**config.mk**
```make
export PLATFORM = sky130hd
export DESIGN_NAME = cpu_fetch
export DESIGN_NICKNAME = d
export VERILOG_FILES = /design/src/rtl/cpu_fetch_pkg.sv /design/src/rtl/cpu_fetch.sv
export SDC_FILE = /design/constraint.sdc
export NUM_CORES = 1
export LEC_CHECK = 0
export CORE_ASPECT_RATIO = 0.9
export CORE_MARGIN = 2
export CORE_UTILIZATION = 53
export CTS_BUF_LIST = sky130_fd_sc_hd__clkbuf_4 sky130_fd_sc_hd__clkbuf_8 sky130_fd_sc_hd__clkbuf_16
export CTS_CLUSTER_SIZE = 40
export DETAILED_ROUTE_END_ITERATION = 8
export DONT_BUFFER_PORTS = 1
export HOLD_SLACK_MARGIN = 0.02
export PLACE_DENSITY = 0.75
export SETUP_SLACK_MARGIN = 0.02
export SLEW_MARGIN = 20
export SYNTH_ARGS = -nofsm -noshare
export SYNTH_HDL_FRONTEND = slang
export SYNTH_SLANG_ARGS = --single-unit
```
**constraint.sdc**
```tcl
create_clock -name i_clock -period 2.5 [get_ports i_clock]
set_input_delay 0.125 -clock i_clock [delete_from_list [all_inputs] [get_ports i_clock]]
set_output_delay 0.125 -clock i_clock [all_outputs]
set_load 0.01 [all_outputs]
```
**src/rtl/cpu_fetch_pkg.sv**
```systemverilog
// Shared types for the instruction fetch stage.
// fetch_data_t is the payload published to decode, qualified by its tag.
package cpu_fetch_pkg;

   localparam int unsigned XLEN  = 32;
   localparam int unsigned TAG_W = 8;
   localparam int unsigned REG_W = 5;

   typedef struct packed {
      logic [TAG_W-1:0] tag;
      logic [XLEN-1:0]  pc;
      logic [XLEN-1:0]  instruction;
      logic [REG_W-1:0] inst_rs1;
      logic [REG_W-1:0] inst_rs2;
      logic [REG_W-1:0] inst_rs3;
      logic [REG_W-1:0] inst_rd;
   } fetch_data_t;

endpackage

```
**src/rtl/cpu_fetch.sv**
```systemverilog
// Instruction fetch stage: issues one bus read at a time and publishes each word with a new tag.
// After a control-transfer instruction it idles until execute resolves the next PC.
module cpu_fetch
   import cpu_fetch_pkg::*;
#(
   parameter logic [31:0] RESET_VECTOR = 32'h0000_0000
) (
   input  logic              i_clock,
   input  logic              i_reset,
   output logic              o_bus_request,
   output logic [XLEN-1:0]   o_bus_address,
   input  logic              i_bus_ready,
   input  logic [XLEN-1:0]   i_bus_rdata,
   input  logic              i_stall,
   input  logic              i_jump_valid,
   input  logic [XLEN-1:0]   i_jump_pc,
   output fetch_data_t       o_data
);

   localparam logic [XLEN-1:0] RESET_PC = {RESET_VECTOR[31:2], 2'b00};

   localparam logic [6:0] OP_JAL    = 7'b1101111;
   localparam logic [6:0] OP_JALR   = 7'b1100111;
   localparam logic [6:0] OP_BRANCH = 7'b1100011;

   typedef enum logic [0:0] {
      FETCH,
      WAIT_JUMP
   } state_t;

   state_t          state;
   logic [XLEN-1:0] pc;
   logic [XLEN-1:0] jump_target_c;
   logic [6:0]      opcode_c;
   logic            is_ctrl_c;
   logic            jump_pc_unused;

   assign opcode_c       = i_bus_rdata[6:0];
   assign is_ctrl_c      = (opcode_c == OP_JAL) || (opcode_c == OP_JALR) || (opcode_c == OP_BRANCH);
   assign jump_target_c  = {i_jump_pc[31:2], 2'b00};
   assign jump_pc_unused = ^i_jump_pc[1:0];

   // Fetch FSM; request, address and published payload are all registered here.
   always_ff @(posedge i_clock) begin
      if (i_reset) begin
         state         <= FETCH;
         pc            <= RESET_PC;
         o_bus_request <= 1'b0;
         o_bus_address <= RESET_PC;
         o_data        <= '0;
      end else begin
         case (state)
            FETCH: begin
               if (o_bus_request) begin
                  // Outstanding request holds regardless of stall until the bus answers.
                  if (i_bus_ready) begin
                     o_bus_request      <= 1'b0;
                     o_data.tag         <= o_data.tag + TAG_W'(1);
                     o_data.pc          <= pc;
                     o_data.instruction <= i_bus_rdata;
                     pc                 <= pc + XLEN'(4);
                     if (is_ctrl_c) begin
                        state <= WAIT_JUMP;
                     end
                  end
               end else if (!i_stall) begin
                  o_bus_request <= 1'b1;
                  o_bus_address <= pc;
               end
            end
            WAIT_JUMP: begin
               if (i_jump_valid) begin
                  pc    <= jump_target_c;
                  state <= FETCH;
                  if (!i_stall) begin
                     o_bus_request <= 1'b1;
                     o_bus_address <= jump_target_c;
                  end
               end
            end
            default: begin
               state         <= FETCH;
               o_bus_request <= 1'b0;
            end
         endcase
      end
   end

endmodule

```
==> impl_metrics.json <==
{
  "wirelength_um": 16800,
  "grt_use_total_pct": 28.4,
  "synthFlopType": "dfxtp_1",
  "vias": 5511,
  "synth-async-reset-ratio_pct": 0,
  "yosysMostFrequentCell": "nand2_1",
  "grt_pass1_wl_um": 27100,
  "routabilityCongestion": 0.900,
  "grt_pass1_vias": 5458,
  "port-buffer-count": 0,
  "post_cts_buffers": 0,
  "grt-ovfl-total": 0,
  "worstSetupStartpoint": "o_bus_request$_SDFFE_PP0P_",
  "hold_ws_ns": 0.0361,
  "drive_gt1_share_pct": 7.61,
  "status": "finished, final reports clean",
  "num-fill-cells": 857,
  "finClkSkew_ns": 0.00786,
  "antenna_found_initial": 0,
  "synth_largest_area_cell": "dfxtp_1",
  "cap_violations": 0,
  "root_buffer": "clkbuf_16",
  "ant_nets": 0,
  "synthCells": 739,
  "synth_area_leaders": "dfxtp_1 (45%), nand2_1 (11%), a21oi_1 (7.7%)",
  "endpoint_kind": "flop",
  "critPathLaunchType": "flop",
  "coreArea_um2": 10900,
  "drtIter0Drc": 532,
  "rsz0062_at_grt": "no",
  "max_stage_delay_ns": 0.57,
  "setup_viol": 0,
  "fin_area_um2": 7350,
  "fp.dieArea_um2": 12000,
  "hp-start": "i_jump_pc[4]",
  "clock_latency_ns": 0.42,
  "grt_max_degree": 129,
  "worst_pin_slew_ns": 0.534,
  "fmax_mhz": 437,
  "crit_arrival_ns": 2.65,
  "rows": 36,
  "ys_ff_latch": 133,
  "finalCritPeriodShare_pct": 91.5,
  "die_h_um": 104,
  "post-route-min-period_ns": 2.29,
  "synth_edf_count": 0,
  "post_dp_cell_area_um2": 5960,
  "yosys-top-cells-count": "nand2_1 (166), dfxtp_1 (133), a21oi_1 (91)",
  "diodes": 0,
  "crit_family": "buffers and inverters",
  "worst-path-buf-inv": 2,
  "r2r_start": "o_bus_request$_SDFFE_PP0P_",
  "cts_buffers": 17,
  "clockBufferDepth": 2,
  "synthesis.area_um2": 5920,
  "wl_per_cell_um": 17.7,
  "htree_levels": 4,
  "clkSinkCount": 133,
  "yosysWarnings": 0,
  "cts_tree": "done",
  "synth_cell_types": 61,
  "dr.pass1.iters": 7,
  "area_growth_pct": 24.2,
  "crit_type": "flop to flop",
  "p_leak_uw": 0.00257,
  "hpwl_um": 10200,
  "slew_violations": 0,
  "die_w_um": 115,
  "slowest_stage": "dlygate4sd3_1",
  "ir_drop_uv": 495,
  "fin_tns_setup_ns": 0,
  "finalHoldViolCount": 0,
  "synthDominantCellAreaShare_pct": 45.0,
  "path_clk_slew_ns": 0.06,
  "nets": 861,
  "start_util_pct": 54.5,
  "ys_seq_area_share_pct": 45.0,
  "drc_errors": 0,
  "required_ns": 2.86,
  "syn_avg_cell_area_um2": 8.01,
  "slew_headroom_pct": 64.4,
  "cp_cell_sequence": "or2_1 -> a21oi_4 -> buf_12 -> nor2_1 -> a211oi_1 -> dlygate4sd3_1",
  "hold_path_class": "primary input to flop",
  "ios": 194,
  "cp_max_fo": 49,
  "power_density_nw_per_um2": 714,
  "avgViaCountPerCell": 5.78
}
==> worst paths after layout <==
kind | to | slack (ns) | depth (start not counted)
worst max-delay path | o_bus_address[22]$_SDFFE_PP0P_ | 0.21 | 6
worst min-delay path | pc[4]$_SDFFE_PP0P_ | 0.04 | 3
worst max register to register | o_bus_address[22]$_SDFFE_PP0P_ | 0.21 | 6
worst min register to register | o_data[54]$_SDFFE_PP0P_ | 0.50 | 2
==> layout by cell type (no fill, tap or decap), types with 3 or more instances in the layout <==
cell           Yosys  final
and3_1             7      7
o31ai_1            4      4
clkbuf_8           0      6
conb_1             1     22
mux2i_1           27     27
bufinv_16          0      3
nand2_1          166    166
buf_4             23     17
nor4_1             3      3
a311oi_1          10     10
inv_1              3      3
a211oi_1          28     28
nand2b_1           4      4
nand3_1           11     11
nor2b_1            3      3
a31oi_1            5      5
dfxtp_1          133    132
a22oi_1            7      7
a22o_1             3      3
nor3_1             4      4
clkbuf_16          0     17
dlygate4sd3_1      0     73
a21oi_1           91     90
nand4_1            9      9
o22ai_1            7      7
o21ai_1            5      5
and2_1             3      3
o21ai_0           11     11
nor2_1            64     64
xor2_1             5      5
clkinv_2           0      3
==> power breakdown <==
| group | leakage, µW | internal, µW | switching [µW] |
|---|---|---|---|
| sequential | 0.00108 | 2190 | 84.6 |
| clock | 0.000307 | 1720 | 897 |
| combinational | 0.00118 | 161 | 202 |
| total | 0.00257 | 4070 | 1180 |
==> per-layer routing <==
metal  vias to the layer above  GRT usage (%)  wire [µm]
met5                         -              0          0
met4                         0           13.3        437
met3                        41           8.92       1450
met2                       265           46.5       8100
met1                      2565           33.5       6860
li1                       2640              -          -
==> cell type report <==
class,instances,area (µm²),share of cell area (%)
inverters,4,15.0,0.204
well taps,152,190,2.59
flip-flops and latches,133,2660,36.2
clock inverters,8,120,1.63
repair buffers,93,926,12.6
clock buffers,23,508,6.91
multi-input cells,541,2930,39.8
==> cell families (layout without fill, tap and decap cells) <==
kind of cell             Yosys count  in the layout  share of synthesized area, %
AO/OA/AOI/OAI                    189            189                          19.8
XOR/XNOR                           7              7                          1.04
adder cells (fa/ha/maj)            2              2                         0.423
buffers and inverters             86            128                          7.12
flip-flops                       133            133                          45.0
multiplexers                      27             27                          4.56
other                              1             22                        0.0633
AND/OR/NAND/NOR                  294            294                          22.0
==> sequential cells by signal (all words and copies together), names as in the netlist <==
signal / cells
o_bus_address: 31
o_bus_request: 1
o_data: 70
pc: 30
state: 1
==> stage by stage <==
stage	std cells	utilization [%]	worst slack (ns)	power, µW
3_5_place_dp	849	54.9	0.468	2540
4_1_cts	954	67.7	0.261	5270
5_1_grt	954	67.7	0.0603	5420
3_3_place_gp	849	54.9	0.495	2530
2_1_floorplan	760	-	0.578	2520
6_report	954	67.7	0.213	5250
==> tightest hold or removal path: stages <==
cell,delay [ns]
a22o_1,0.12
nand2_1,0.05
a21oi_1,0.12
==> timing repair <==
item / CTS / global route
resized for setup: 0 / 0
hold buffers: 74 / 0
hold endpoints to repair: 133 / 0
(Power assumes the default switching activity.)
